==> src/rtl/vga_timing_mux.sv <==
// VGA timing generator plus frame-synchronous RGB source mux, with sync/DE delayed to match source latency.
// Optional build macro VGA_TIMING_MUX_SCANLINE_EN halves RGB on odd output lines.
module vga_timing_mux #(
    parameter int H_FRONT     = 2,
    parameter int H_SYNC      = 3,
    parameter int H_BACK      = 1,
    parameter int H_VISIBLE   = 8,
    parameter int V_FRONT     = 1,
    parameter int V_SYNC      = 2,
    parameter int V_BACK      = 1,
    parameter int V_VISIBLE   = 4,
    parameter bit HS_POL      = 1'b0,
    parameter bit VS_POL      = 1'b0,
    parameter int NUM_SRC     = 3,
    parameter int SRC_LATENCY = 1,
    parameter int CNT_W       = 11
) (
    input  logic                   CLK_PIXEL,
    input  logic                   RESET_N,
    input  logic [2:0]             sel,
    input  logic [24*NUM_SRC-1:0]  src_rgb,
    output logic [CNT_W-1:0]       horizontal_counter,
    output logic [CNT_W-1:0]       vertical_counter,
    output logic [CNT_W-1:0]       pix_x,
    output logic [CNT_W-1:0]       pix_y,
    output logic                   frame_start,
    output logic [2:0]             active_sel,
    output logic [7:0]             VGA_R,
    output logic [7:0]             VGA_G,
    output logic [7:0]             VGA_B,
    output logic                   VGA_HS,
    output logic                   VGA_VS,
    output logic                   VGA_DE
);

    localparam int H_OFF   = H_FRONT + H_SYNC + H_BACK;
    localparam int H_TOTAL = H_OFF + H_VISIBLE;
    localparam int V_OFF   = V_FRONT + V_SYNC + V_BACK;
    localparam int V_TOTAL = V_OFF + V_VISIBLE;
    localparam int PIPE    = SRC_LATENCY + 1;

    localparam logic [CNT_W-1:0] H_LAST  = CNT_W'(H_TOTAL - 1);
    localparam logic [CNT_W-1:0] V_LAST  = CNT_W'(V_TOTAL - 1);
    localparam logic [CNT_W-1:0] H_OFF_C = CNT_W'(H_OFF);
    localparam logic [CNT_W-1:0] V_OFF_C = CNT_W'(V_OFF);
    localparam logic [CNT_W-1:0] HS_BEG  = CNT_W'(H_FRONT);
    localparam logic [CNT_W-1:0] HS_END  = CNT_W'(H_FRONT + H_SYNC);
    localparam logic [CNT_W-1:0] VS_BEG  = CNT_W'(V_FRONT);
    localparam logic [CNT_W-1:0] VS_END  = CNT_W'(V_FRONT + V_SYNC);
    localparam logic [3:0]       NSRC_C  = 4'(NUM_SRC);

    generate
        if (H_TOTAL >= 2**CNT_W || V_TOTAL >= 2**CNT_W) begin : g_err_cnt_w
            $error("vga_timing_mux: H_TOTAL/V_TOTAL do not fit in CNT_W bits");
        end
        if (H_OFF < PIPE) begin : g_err_pipe
            $error("vga_timing_mux: horizontal blanking shorter than output pipeline");
        end
        if (NUM_SRC < 1 || NUM_SRC > 8) begin : g_err_nsrc
            $error("vga_timing_mux: NUM_SRC must be 1..8");
        end
        if (SRC_LATENCY < 0 || SRC_LATENCY > 4) begin : g_err_lat
            $error("vga_timing_mux: SRC_LATENCY must be 0..4");
        end
    endgenerate

`ifdef VGA_TIMING_MUX_SCANLINE_EN
    localparam int TAG_W = 4;
`else
    localparam int TAG_W = 3;
`endif

    logic              run_q;
    logic [CNT_W-1:0]  h_q, h_d, v_q, v_d;
    logic [CNT_W-1:0]  pix_x_q, pix_x_d, pix_y_q, pix_y_d;
    logic              frame_start_q, frame_start_d;
    logic [2:0]        active_sel_q, active_sel_d;
    logic              vis_d;
    logic              hs0, vs0, de0;
    logic [PIPE-1:0]   hs_q, vs_q, de_q;
    logic [TAG_W-1:0]  tag0, tag_dly;
    logic [23:0]       src_sel, rgb_d, rgb_q;
    logic [23:0]       src_arr [NUM_SRC];

    // Counters hold at (0,0) for the first cycle after reset so that cycle carries frame_start.
    always_comb begin
        h_d = h_q;
        v_d = v_q;
        if (run_q) begin
            if (h_q == H_LAST) begin
                h_d = '0;
                v_d = (v_q == V_LAST) ? '0 : v_q + 1'b1;
            end else begin
                h_d = h_q + 1'b1;
            end
        end
        vis_d         = (h_d >= H_OFF_C) && (v_d >= V_OFF_C);
        pix_x_d       = vis_d ? h_d - H_OFF_C : '0;
        pix_y_d       = vis_d ? v_d - V_OFF_C : '0;
        frame_start_d = (h_d == '0) && (v_d == '0);
        active_sel_d  = active_sel_q;
        if (frame_start_q && ({1'b0, sel} < NSRC_C)) begin
            active_sel_d = sel;
        end
    end

    always_ff @(posedge CLK_PIXEL) begin
        if (!RESET_N) begin
            run_q         <= 1'b0;
            h_q           <= '0;
            v_q           <= '0;
            pix_x_q       <= '0;
            pix_y_q       <= '0;
            frame_start_q <= 1'b0;
            active_sel_q  <= '0;
        end else begin
            run_q         <= 1'b1;
            h_q           <= h_d;
            v_q           <= v_d;
            pix_x_q       <= pix_x_d;
            pix_y_q       <= pix_y_d;
            frame_start_q <= frame_start_d;
            active_sel_q  <= active_sel_d;
        end
    end

    assign hs0 = (h_q >= HS_BEG) && (h_q < HS_END);
    assign vs0 = (v_q >= VS_BEG) && (v_q < VS_END);
    assign de0 = (h_q >= H_OFF_C) && (v_q >= V_OFF_C);

    // Sync/DE carried as "active" flags; polarity applied only at the pins.
    always_ff @(posedge CLK_PIXEL) begin
        if (!RESET_N) begin
            hs_q <= '0;
            vs_q <= '0;
            de_q <= '0;
        end else begin
            hs_q[0] <= hs0;
            vs_q[0] <= vs0;
            de_q[0] <= de0;
            for (int i = 1; i < PIPE; i++) begin
                hs_q[i] <= hs_q[i-1];
                vs_q[i] <= vs_q[i-1];
                de_q[i] <= de_q[i-1];
            end
        end
    end

    // The select (and line parity) follow the pixel tag through the source latency, so a
    // switch applied at (0,0) only affects pixels whose counter value is in the new frame.
`ifdef VGA_TIMING_MUX_SCANLINE_EN
    assign tag0 = {v_q[0], active_sel_q};
`else
    assign tag0 = active_sel_q;
`endif

    generate
        if (SRC_LATENCY == 0) begin : g_no_dly
            assign tag_dly = tag0;
        end else begin : g_dly
            logic [TAG_W-1:0] tag_q [SRC_LATENCY];
            always_ff @(posedge CLK_PIXEL) begin
                if (!RESET_N) begin
                    for (int i = 0; i < SRC_LATENCY; i++) tag_q[i] <= '0;
                end else begin
                    tag_q[0] <= tag0;
                    for (int i = 1; i < SRC_LATENCY; i++) tag_q[i] <= tag_q[i-1];
                end
            end
            assign tag_dly = tag_q[SRC_LATENCY-1];
        end
    endgenerate

    genvar gi;
    generate
        for (gi = 0; gi < NUM_SRC; gi++) begin : g_src
            assign src_arr[gi] = src_rgb[24*gi +: 24];
        end
    endgenerate

    always_comb begin
        src_sel = '0;
        for (int k = 0; k < NUM_SRC; k++) begin
            if (tag_dly[2:0] == 3'(k)) src_sel = src_arr[k];
        end
        rgb_d = src_sel;
`ifdef VGA_TIMING_MUX_SCANLINE_EN
        if (tag_dly[3]) begin
            rgb_d = {1'b0, src_sel[23:17], 1'b0, src_sel[15:9], 1'b0, src_sel[7:1]};
        end
`endif
    end

    always_ff @(posedge CLK_PIXEL) begin
        if (!RESET_N) rgb_q <= '0;
        else          rgb_q <= rgb_d;
    end

    assign horizontal_counter = h_q;
    assign vertical_counter   = v_q;
    assign pix_x              = pix_x_q;
    assign pix_y              = pix_y_q;
    assign frame_start        = frame_start_q;
    assign active_sel         = active_sel_q;
    assign VGA_DE             = de_q[PIPE-1];
    assign VGA_HS             = hs_q[PIPE-1] ? HS_POL : ~HS_POL;
    assign VGA_VS             = vs_q[PIPE-1] ? VS_POL : ~VS_POL;
    assign VGA_R              = VGA_DE ? rgb_q[23:16] : 8'h00;
    assign VGA_G              = VGA_DE ? rgb_q[15:8]  : 8'h00;
    assign VGA_B              = VGA_DE ? rgb_q[7:0]   : 8'h00;

endmodule

==> config.mk <==
export PLATFORM = sky130hd
export DESIGN_NAME = vga_timing_mux
export DESIGN_NICKNAME = d
export VERILOG_FILES = /design/src/rtl/vga_timing_mux.sv
export SDC_FILE = /design/constraint.sdc
export NUM_CORES = 1
export LEC_CHECK = 0
export BUFFER_PORTS_ARGS = -buffer_cell sky130_fd_sc_hd__buf_2
export CAP_MARGIN = 15
export CORE_ASPECT_RATIO = 1.4
export CORE_UTILIZATION = 49
export CTS_CLUSTER_SIZE = 14
export DETAILED_ROUTE_END_ITERATION = 6
export PLACE_DENSITY_LB_ADDON = 0.3
export SKIP_LAST_GASP = 1
export SYNTH_ARGS = -nofsm -noshare
export SYNTH_HDL_FRONTEND = slang
export SYNTH_SLANG_ARGS = --single-unit
==> constraint.sdc <==
create_clock -name CLK_PIXEL -period 3.6 [get_ports CLK_PIXEL]
set_input_delay 0.36 -clock CLK_PIXEL [delete_from_list [all_inputs] [get_ports CLK_PIXEL]]
set_output_delay 0.36 -clock CLK_PIXEL [all_outputs]
set_load 0.02 [all_outputs]
==> impl_metrics.py, run 1 <==
metrics = {
    "power_and_ir_drop": {
        "power_density_nw_per_um2": 375,
        "ir_worst_vdd_mv": 0.234,
        "total_power_mw": 1.89,
        "leakage_nw": 2.43,
    },
    "yosys": {
        "syn_inst": 478,
        "syn-cell-area_um2": 4040,
        "synth-simple-area-share_pct": 27.3,
        "synth_top_family_by_area": "simple AND/OR/NAND/NOR gates",
        "dominantRegCellSynth": "dfxtp_1",
        "async_flop_share_pct": 0,
        "netlist.area_leader.share_pct": 40.7,
        "syn_nets": 564,
        "post_synth_xor_area_fraction_pct": 5.21,
        "ys_ff_latch": 82,
        "synthTopCellsByArea": "dfxtp_1 (41%), and2_1 (6.2%), nor2_1 (5.4%), o221ai_1 (5.0%), o21ai_0 (4.0%)",
        "synth_area_leader_cell": "dfxtp_1",
        "ys_types": 56,
        "synth_fa_ha_area_share_pct": 2.79,
        "yosys_warnings": 0,
        "ys_seq_area_share_pct": 40.7,
        "synth.avg_cell_area_um2": 8.44,
        "synthMuxAreaShare_pct": 0.806,
        "synth_edf_count": 0,
        "synth_compound_area_share_pct": 15.8,
    },
    "setup_path": {
        "cp.arrival_ns": 3.19,
        "endpoint_kind": "flip-flop",
        "crit_type": "reg2reg",
        "worst-path-max-fanout": 19,
        "start_kind": "flip-flop",
        "cp.required_ns": 3.82,
    },
    "sta": {
        "setup_violations": 0,
        "finalSetupTns_ns": 0,
        "fmax_mhz": 336,
        "maxSlewViolCount": 0,
        "rsz0062_at_grt": "no",
        "fin_crit_ns": 2.98,
        "fin_crit_sh_pct": 82.7,
        "max_slew_margin_pct": 41.2,
        "tightest_slew_ns": 0.882,
        "finalHoldViolCount": 0,
        "finalClockSkew_ns": 0.00801,
    },
    "clock_tree": {
        "cts_buffers": 9,
        "cts_tree": "built",
        "post_cts_buffers": 0,
        "clockBufferDepth": 2,
        "hold_buffers": 0,
        "cts_resized": 0,
        "h-tree-depth": 3,
        "clk_latency_ns": 0.35,
        "path_clk_slew_ns": 0.08,
        "root_buffer": "clkbuf_8",
        "cts.sinks": 82,
    },
    "routing": {
        "wire_per_inst_um": 14.6,
        "antenna_left": 0,
        "drt_iter0_drc": 115,
        "drt_first_pass_iters": 4,
        "viasPerCell": 5.32,
        "wl_um": 10400,
        "dr_total_vias": 3812,
        "drc": 0,
    },
    "global_route": {
        "globalRouteMet3Util_pct": 5.48,
        "overflow": 0,
        "grt_max_degree": 38,
        "grt_pass1_wl_um": 16200,
        "use_met1_pct": 26.2,
        "grt_usage_pct": 24.4,
        "busiest_layer": "met2",
        "globalRouteMet2Util_pct": 44.5,
        "first_global_vias": 3535,
        "grt_antenna_before_repair": 0,
    },
    "layout": {
        "diodes": 0,
        "final_nets": 698,
        "multi_input_area_um2": 2090,
        "drive_gt1_share_pct": 30.3,
        "area_delta_synth_final_pct": 24.7,
        "ff_latch_area_um2": 1640,
        "final_util_pct": 64.1,
        "nFillCells": 726,
    },
    "status": {
        "status": "completed",
    },
    "floorplanning": {
        "io_pins": 152,
        "coreArea_um2": 7850,
        "initial_utilization_pct": 51.4,
        "die_y_um": 109,
        "fp-row-count": 38,
        "design.die.area_um2": 8610,
        "die_w_um": 78.7,
    },
    "placed_design": {
        "place_congestion": 0.908,
        "place.port_buffers": 151,
        "hpwl_um": 7820,
    },
    "worst_hold_path": {
        "hold_class": "in2reg",
    },
    "run": {
        "maxCapViolations": 0,
    },
}
## worst max-delay path, stage by stage, from the launching register on
cell	delay [ns]
dfxtp_1	0.47
nor4_4	0.50
nand3_1	0.19
a22o_1	0.30
ha_1	0.27
nor2_1	0.36
nand4_1	0.29
o211ai_4	0.33
nor3_1	0.13
## routing by layer
layer / routed length [µm] / up-vias
met5: 0 / -
met4: 291 / 0
met3: 733 / 25
met2: 5200 / 141
met1: 4210 / 1736
li1: - / 1910
## kinds of logic after synthesis
group | after synthesis
AOI/OAI and AO/OA | 92
xor gates and xnor gates | 24
adders and majority gates | 9
buffers and inverters | 68
DFF | 82
muxes | 2
and+or+nand+nor | 201
## final timing paths
kind,startpoint,endpoint,slack [ns],cells after the start
min reg2reg,vs_q[0]$_SDFF_PN0_,vs_q[1]$_SDFF_PN0_,0.44,1
max,horizontal_counter[5]$_SDFF_PN0_,pix_y[9]$_SDFF_PN0_,0.62,8
min,src_rgb[33],rgb_q[9]$_SDFF_PN0_,0.27,3
max reg2reg,horizontal_counter[5]$_SDFF_PN0_,pix_y[9]$_SDFF_PN0_,0.62,8
## layout by cell type (no fill, tap or decap), types with 2 or more instances in the layout
master / instances
o221a_2: 2
nor2b_1: 14
or3_1: 2
a22oi_1: 3
dfxtp_1: 82
and3_2: 2
a21oi_1: 13
and3_1: 3
o21a_1: 2
ha_1: 9
nand2b_1: 2
nand2_1: 22
nor2_1: 58
o221ai_1: 23
xnor2_1: 17
o311ai_0: 2
buf_4: 3
nand4_1: 10
o31ai_1: 2
or4_1: 2
o21ai_0: 32
nand3_1: 12
xor2_1: 7
and2_1: 40
and4_2: 2
nor3b_1: 2
nor4_1: 5
bufinv_16: 3
a31oi_1: 2
inv_1: 37
clkinv_2: 2
clkbuf_8: 11
and4_1: 3
buf_2: 151
nor3_1: 14
## cell usage after synthesis (2+ instances only)
cell	count
and3_2	2
a31oi_1	2
nor4_1	5
nand3_1	12
nor2b_1	14
nand4_1	10
nor2_1	58
nor3_1	14
and2_1	40
xnor2_1	17
and4_2	2
dfxtp_1	82
inv_1	37
o311ai_0	2
nand2b_1	2
a22oi_1	3
or4_1	2
nand2_1	22
o221a_2	2
and3_1	3
a21oi_1	13
o221ai_1	23
or3_1	2
o21a_1	2
o21ai_0	32
and4_1	3
nor3b_1	2
o31ai_1	2
xor2_1	7
ha_1	9
clkbuf_1	24
buf_6	4
## metrics by stage
step	setup WS (ns)	std cells	hold slack, ns	instance area, µm²
floorplan	0.854	478	0.388	4040
global placement	0.757	701	0.417	4780
detailed placement	0.664	701	0.422	4780
CTS	0.619	717	0.261	5030
global route	0.329	717	0.286	5030
finish	0.623	717	0.269	5030
## registers in the layout, summed over array words and instances (netlist names)
name / count
run_q: 1
g_dly.tag_q: 3
vs_q: 2
hs_q: 2
pix_x: 11
frame_start: 1
horizontal_counter: 11
active_sel: 3
pix_y: 11
rgb_q: 24
vertical_counter: 11
de_q: 2
## cell type report
class | instances | share of cell area, %
Clock buffer | 11 | 3.01
Inverter | 37 | 2.76
Tap cell | 100 | 2.49
Sequential cell | 82 | 32.6
Timing Repair Buffer | 154 | 15.5
Multi-Input combinational cell | 328 | 41.6
Clock inverter | 5 | 1.99
## power by group
| part | switching (mW) | total (mW) | internal (mW) |
|---|---|---|---|
| combinational | 0.0645 | 0.127 | 0.0628 |
| clock | 0.322 | 0.818 | 0.496 |
| sequential | 0.0119 | 0.942 | 0.931 |
| total | 0.398 | 1.89 | 1.49 |
Power figures use the tool's default switching activity.
==> inputs of run 2 (changes only) <==
--- a/config.mk
+++ b/config.mk
@@ -5,6 +5,7 @@
 export SDC_FILE = /design/constraint.sdc
 export NUM_CORES = 1
 export LEC_CHECK = 0
+export ABC_AREA = 1
 export BUFFER_PORTS_ARGS = -buffer_cell sky130_fd_sc_hd__buf_2
 export CAP_MARGIN = 15
 export CORE_ASPECT_RATIO = 1.4
==> constraint.sdc (replaced) <==
create_clock -name CLK_PIXEL -period 3.1 [get_ports CLK_PIXEL]
set_input_delay 0.31 -clock CLK_PIXEL [delete_from_list [all_inputs] [get_ports CLK_PIXEL]]
set_output_delay 0.31 -clock CLK_PIXEL [all_outputs]
set_load 0.02 [all_outputs]
==> run 2 against run 1 <==
Utilization is 0.40 points higher. Synthesized cell count increased by 27%. Critical path depth rose by 5. Critical path type unchanged. Combinational power up 19%. Clock power shrank 4.3%. Critical endpoint is now pix_x[7]$_SDFF_PN0_.
==> impl_metrics.py, run 2 <==
metrics = {
    "floorplanning": {
        "fp-row-count": 38,
        "design.die.area_um2": 8600,
        "io_pins": 152,
        "initial_utilization_pct": 51.4,
        "die_w_um": 78.7,
        "die_y_um": 109,
        "coreArea_um2": 7850,
    },
    "power_and_ir_drop": {
        "power_density_nw_per_um2": 402,
        "power_frac_clock_pct": 38.5,
        "power.internal_mw": 1.56,
        "ir_worst_vdd_mv": 0.209,
        "p_sw_share_pct": 23.2,
        "power_switching_mw": 0.471,
        "leakage_nw": 2.99,
        "total_power_mw": 2.03,
        "seqPwrFrac_pct": 54.1,
        "pwr-share-comb_pct": 7.4,
    },
    "routing": {
        "viasPerCell": 4.84,
        "drt_first_pass_iters": 4,
        "drt_iter0_drc": 138,
        "antenna_left": 0,
        "dr_total_vias": 4161,
        "wire_per_inst_um": 12.3,
        "drc": 0,
        "wl_um": 10600,
    },
    "clock_tree": {
        "clk_latency_ns": 0.36,
        "clockBufferDepth": 2,
        "h-tree-depth": 3,
        "cts_tree": "built",
        "hold_buffers": 0,
        "cts_resized": 0,
        "post_cts_buffers": 0,
        "root_buffer": "clkbuf_8",
        "cts_buffers": 9,
        "cts.sinks": 82,
        "path_clk_slew_ns": 0.08,
    },
    "sta": {
        "fin_crit_ns": 2.67,
        "fin_crit_sh_pct": 86.0,
        "setup_violations": 0,
        "finalSetupTns_ns": 0,
        "finalHoldViolCount": 0,
        "maxSlewViolCount": 0,
        "finalClockSkew_ns": 0.0121,
        "tightest_slew_ns": 1.08,
        "fmax_mhz": 375,
        "setup_ws_ns": 0.432,
        "max_slew_margin_pct": 28.1,
        "rsz0062_at_grt": "no",
    },
    "global_route": {
        "first_global_vias": 3714,
        "grt_pass1_wl_um": 16500,
        "overflow": 0,
        "grt_usage_pct": 24.9,
        "grt_max_degree": 35,
        "grt_antenna_before_repair": 0,
    },
    "layout": {
        "diodes": 0,
        "top_register": "rgb_q",
        "nFillCells": 728,
        "final_nets": 840,
        "layout_commonest_cell": "nand2_1",
        "layout_common_cells": "nand2_1 (203), buf_2 (151), nor2_1 (94), inv_1 (86), dfxtp_1 (82)",
        "largest_reg_flops": 24,
        "drive_gt1_share_pct": 25.6,
        "instances_no_fill": 859,
        "area_delta_synth_final_pct": 25.5,
    },
    "yosys": {
        "yosys.cell_count.top_type": "nand2_1",
        "synthMuxAreaShare_pct": 0,
        "ys_seq_area_share_pct": 40.7,
        "synth_fa_ha_area_share_pct": 2.79,
        "yosys_warnings": 0,
        "synth_area_leader_cell": "dfxtp_1",
        "syn-cell-area_um2": 4030,
        "synth.avg_cell_area_um2": 6.64,
        "synth_compound_area_share_pct": 5.87,
        "ys_types": 33,
        "ys_ff_latch": 82,
        "synth_edf_count": 0,
        "netlist_top_cells_count": "nand2_1 (203), nor2_1 (94), inv_1 (86), dfxtp_1 (82)",
        "syn_nets": 693,
        "synth-simple-area-share_pct": 37.2,
        "dominantRegCellSynth": "dfxtp_1",
        "syn_inst": 607,
        "synthTopCellsByArea": "dfxtp_1 (41%), nand2_1 (19%), nor2_1 (8.8%), inv_1 (8.0%), a31oi_1 (3.7%)",
        "synth_top_family_by_area": "simple AND/OR/NAND/NOR gates",
        "async_flop_share_pct": 0,
        "post_synth_xor_area_fraction_pct": 3.01,
        "netlist.area_leader.share_pct": 40.7,
    },
    "setup_path": {
        "cp.required_ns": 3.34,
        "crit_type": "reg2reg",
        "reg2reg_setup_slack_ns": 0.43,
        "cp.arrival_ns": 2.90,
        "endpoint_kind": "flip-flop",
        "start_kind": "flip-flop",
        "worst-path-max-fanout": 22,
    },
    "worst_hold_path": {
        "hold_class": "in2reg",
    },
    "placed_design": {
        "place.port_buffers": 151,
        "hpwl_um": 8150,
        "placed_cells": 843,
        "pre_cts_ws_ns": 0.431,
        "place_congestion": 0.932,
    },
    "status": {
        "status": "completed",
    },
    "run": {
        "maxCapViolations": 0,
    },
}
## run 2: changes by cell type after synthesis, sizes merged, moves of 14 or more
cell    before  now
nor2b       14    0
o21ai       32    8
a31oi        2   24
nand2       22  208
o221ai      23    0
nor2        58  102
and2        40    0
inv         37   87
nand3       13   27
## run 2: stage by stage
step	utilization [%]	area, µm²	hold slack [ns]
5_1_grt	64.5	5060	0.199
4_1_cts	64.5	5060	0.190
2_1_floorplan	-	4030	0.338
6_report	64.5	5060	0.200
3_5_place_dp	61.9	4860	0.396
3_3_place_gp	61.9	4860	0.394
## run 2: layout make-up
| cell class | instances | area (µm²) | share of cell area (%) |
|---|---|---|---|
| clock buffers | 11 | 151 | 2.99 |
| flip-flops and latches | 82 | 1640 | 32.4 |
| multi-input cells | 419 | 1980 | 39.1 |
| inverters | 87 | 327 | 6.45 |
| clock inverters | 5 | 52.6 | 1.04 |
| repair buffers | 155 | 786 | 15.5 |
| well taps | 100 | 125 | 2.47 |
## run 2: power by group through the flow
stage | registers (mW) | logic, mW | clock network [mW]
2_1_floorplan | 1.12 | 0.0704 | 0
3_3_place_gp | 1.12 | 0.147 | 0
3_5_place_dp | 1.12 | 0.150 | 0
4_1_cts | 1.10 | 0.151 | 0.801
5_1_grt | 1.10 | 0.168 | 0.845
6_report | 1.10 | 0.151 | 0.783
## run 2: path summary, 6_finish.rpt
kind,start,endpoint,cells past startpoint
max,horizontal_counter[0]$_SDFF_PN0_,pix_x[7]$_SDFF_PN0_,13
min,sel[0],active_sel[0]$_SDFFE_PN0P_,3
max reg2reg,horizontal_counter[0]$_SDFF_PN0_,pix_x[7]$_SDFF_PN0_,13
min reg2reg,de_q[0]$_SDFF_PN0_,de_q[1]$_SDFF_PN0_,2
## run 2: logic make-up after synthesis
group / count (synthesis)
adder cells (fa/ha/maj): 9
flip-flops: 82
AND/OR/NAND/NOR: 359
AO/OA/AOI/OAI: 38
XOR/XNOR: 13
buffers and inverters: 106
## run 2: critical path, stage by stage, from the launching register on
cell     delay [ns]
dfxtp_1        0.44
ha_1           0.20
nand3_2        0.10
nor2_4         0.21
nand3_4        0.23
nand2_1        0.20
inv_1          0.06
ha_1           0.22
nor3_2         0.26
nand2_1        0.09
nand2_1        0.06
nand2_1        0.06
nand2_2        0.32
nor2_1         0.09
## run 2: layer usage
metal  global-route usage (%)  share of wire [%]  up-vias
li1                         -                  -     2156
met5                        0                  0        -
met1                     26.6                 40     1844
met3                     5.23                6.3       19
met4                     12.0                2.5        0
met2                     46.0                 52      142
==> inputs of run 3 (changes only) <==
--- a/config.mk
+++ b/config.mk
@@ -9,7 +9,7 @@
 export BUFFER_PORTS_ARGS = -buffer_cell sky130_fd_sc_hd__buf_2
 export CAP_MARGIN = 15
 export CORE_ASPECT_RATIO = 1.4
-export CORE_UTILIZATION = 49
+export CORE_UTILIZATION = 53
 export CTS_CLUSTER_SIZE = 14
 export DETAILED_ROUTE_END_ITERATION = 6
 export PLACE_DENSITY_LB_ADDON = 0.3
==> constraint.sdc (replaced) <==
create_clock -name CLK_PIXEL -period 3.2 [get_ports CLK_PIXEL]
set_input_delay 0.32 -clock CLK_PIXEL [delete_from_list [all_inputs] [get_ports CLK_PIXEL]]
set_output_delay 0.32 -clock CLK_PIXEL [all_outputs]
set_load 0.02 [all_outputs]
==> run 3 against run 2 <==
Setup slack better by 0.015 ns. Largest power group unchanged. Clock-buffer cell count up 1. Power down 3.8%. Sequential share of layout area up 0.080 points. Utilization up 4.1 points. Combinational power about the same. Sequential power about the same. Hold slack better by 0.0061 ns. Highest routed layer unchanged. Via count up 3.2%. Critical endpoint is now pix_x[8]$_SDFF_PN0_.
==> impl_metrics.py, run 3 (synthesis gave the netlist of run 2 again) <==
metrics = {
    "layout": {
        "nFillCells": 657,
        "design_area_um2": 5050,
        "top_register": "rgb_q",
        "drive_gt1_share_pct": 25.2,
        "layout_common_cells": "nand2_1 (203), buf_2 (151), nor2_1 (94), inv_1 (86), dfxtp_1 (82)",
        "final_nets": 840,
        "largest_reg_flops": 24,
        "instances_no_fill": 855,
        "area_delta_synth_final_pct": 25.2,
        "layout_commonest_cell": "nand2_1",
    },
    "clock_tree": {
        "post_cts_buffers": 0,
        "h-tree-depth": 3,
        "root_buffer": "clkbuf_8",
        "cts_tree": "built",
        "cts_resized": 0,
        "hold_buffers": 0,
        "cts_buffers": 9,
        "cts.sinks": 82,
        "clk_latency_ns": 0.36,
        "clockBufferDepth": 2,
        "path_clk_slew_ns": 0.08,
    },
    "setup_path": {
        "cp-endpoint": "pix_x[8]$_SDFF_PN0_",
        "worst-path-max-fanout": 22,
        "crit_start": "horizontal_counter[0]$_SDFF_PN0_",
        "reg2reg_setup_slack_ns": 0.45,
        "critPathSlowestCell": "dfxtp_1",
        "r2r-end": "pix_x[8]$_SDFF_PN0_",
        "cp.required_ns": 3.42,
        "start_kind": "flip-flop",
        "r2r_start": "horizontal_counter[0]$_SDFF_PN0_",
        "crit_path_frequent_cell": "nand2_1",
        "endpoint_kind": "flip-flop",
        "path_cells": "ha_1 > nand3_2 > nor2_4 > nand3_4 > nand2_1 > inv_1 > ha_1 > nor3_2 > nand2_1 > nand2_1 > nand2_1 > nand2_2 > nor2_1",
        "max_stage_delay_ns": 0.46,
        "cp.arrival_ns": 2.97,
        "r2r_cells": 13,
        "crit_type": "reg2reg",
    },
    "floorplanning": {
        "design.die.area_um2": 7960,
        "die_w_um": 75.7,
        "initial_utilization_pct": 54.8,
        "fp-row-count": 37,
        "die_y_um": 105,
        "io_pins": 152,
        "coreArea_um2": 7360,
    },
    "placed_design": {
        "place_congestion": 0.892,
        "hpwl_um": 8030,
        "placed_cells": 840,
        "pre_cts_ws_ns": 0.505,
        "place.port_buffers": 151,
        "place_area_um2": 4850,
    },
    "sta": {
        "max_slew_margin_pct": 41.6,
        "finalSetupTns_ns": 0,
        "fin_crit_sh_pct": 86.0,
        "finalClockSkew_ns": 0.0115,
        "setup_ws_ns": 0.448,
        "fmax_mhz": 363,
        "maxSlewViolCount": 0,
        "finalHoldViolCount": 0,
        "fin_crit_ns": 2.75,
        "tightest_slew_ns": 0.875,
        "setup_violations": 0,
        "rsz0062_at_grt": "no",
    },
    "power_and_ir_drop": {
        "ir_worst_vdd_mv": 0.312,
        "leakage_nw": 2.98,
        "total_power_mw": 1.96,
        "power_density_nw_per_um2": 387,
    },
    "routing": {
        "drc": 0,
        "viasPerCell": 5.02,
        "drt_first_pass_iters": 4,
        "wire_per_inst_um": 12.5,
        "wl_um": 10700,
        "drt_iter0_drc": 145,
        "dr_total_vias": 4295,
        "antenna_left": 0,
    },
    "worst_hold_path": {
        "hold_class": "in2reg",
    },
    "status": {
        "status": "completed",
    },
    "global_route": {
        "first_global_vias": 3906,
        "grt_usage_pct": 27.2,
        "grt_max_degree": 27,
        "grt_antenna_before_repair": 1,
        "overflow": 0,
        "grt_pass1_wl_um": 16500,
    },
    "run": {
        "maxCapViolations": 0,
    },
}
## run 3: worst min path at each step
stage | start | endpoint | slack, ns | depth (start not counted)
after floorplan | RESET_N | run_q$_DFF_P_ | 0.35 | 0
after global placement | vs_q[0]$_SDFF_PN0_ | vs_q[1]$_SDFF_PN0_ | 0.40 | 2
after global routing | sel[2] | active_sel[2]$_SDFFE_PN0P_ | 0.22 | 3
after detailed placement | de_q[0]$_SDFF_PN0_ | de_q[1]$_SDFF_PN0_ | 0.41 | 2
final | sel[2] | active_sel[2]$_SDFFE_PN0P_ | 0.21 | 3
after CTS | sel[2] | active_sel[2]$_SDFFE_PN0P_ | 0.19 | 3
## run 3: report_power, final
part	internal, mW	switching (mW)
sequential	1.05	0.0150
combinational	0.0653	0.0824
clock	0.395	0.348
## run 3: layout make-up
class / count / area (µm²) / area share (%)
clock buffer: 12 / 155 / 3.07
clock inverter: 2 / 37.5 / 0.743
antenna: 1 / 2.50 / 0.0496
inverter: 87 / 327 / 6.47
tap: 97 / 121 / 2.40
timing repair buffer: 155 / 786 / 15.6
multi-input combinational: 419 / 1980 / 39.2
sequential: 82 / 1640 / 32.5
## run 3: per-stage QoR
stage | hold slack [ns] | utilization, %
6_report | 0.206 | 68.6
3_3_place_gp | 0.404 | 65.9
5_1_grt | 0.216 | 68.6
4_1_cts | 0.190 | 68.6
2_1_floorplan | 0.348 | -
3_5_place_dp | 0.410 | 65.9
## run 3: critical path: cells and delay by family (launching register included)
family / cells / cell delay (ns)
simple gates: 10 / 1.65
flops: 1 / 0.46
fa+ha+maj: 2 / 0.43
buf+inv: 1 / 0.07
## run 3: metal layers
| layer | up-vias | share of wire (%) | GRT usage (%) |
|---|---|---|---|
| met5 | - | 0 | 0 |
| met4 | 0 | 3.2 | 17.3 |
| met3 | 31 | 7.4 | 6.85 |
| met2 | 196 | 50 | 47.9 |
| met1 | 1915 | 39 | 26.9 |
| li1 | 2153 | - | - |
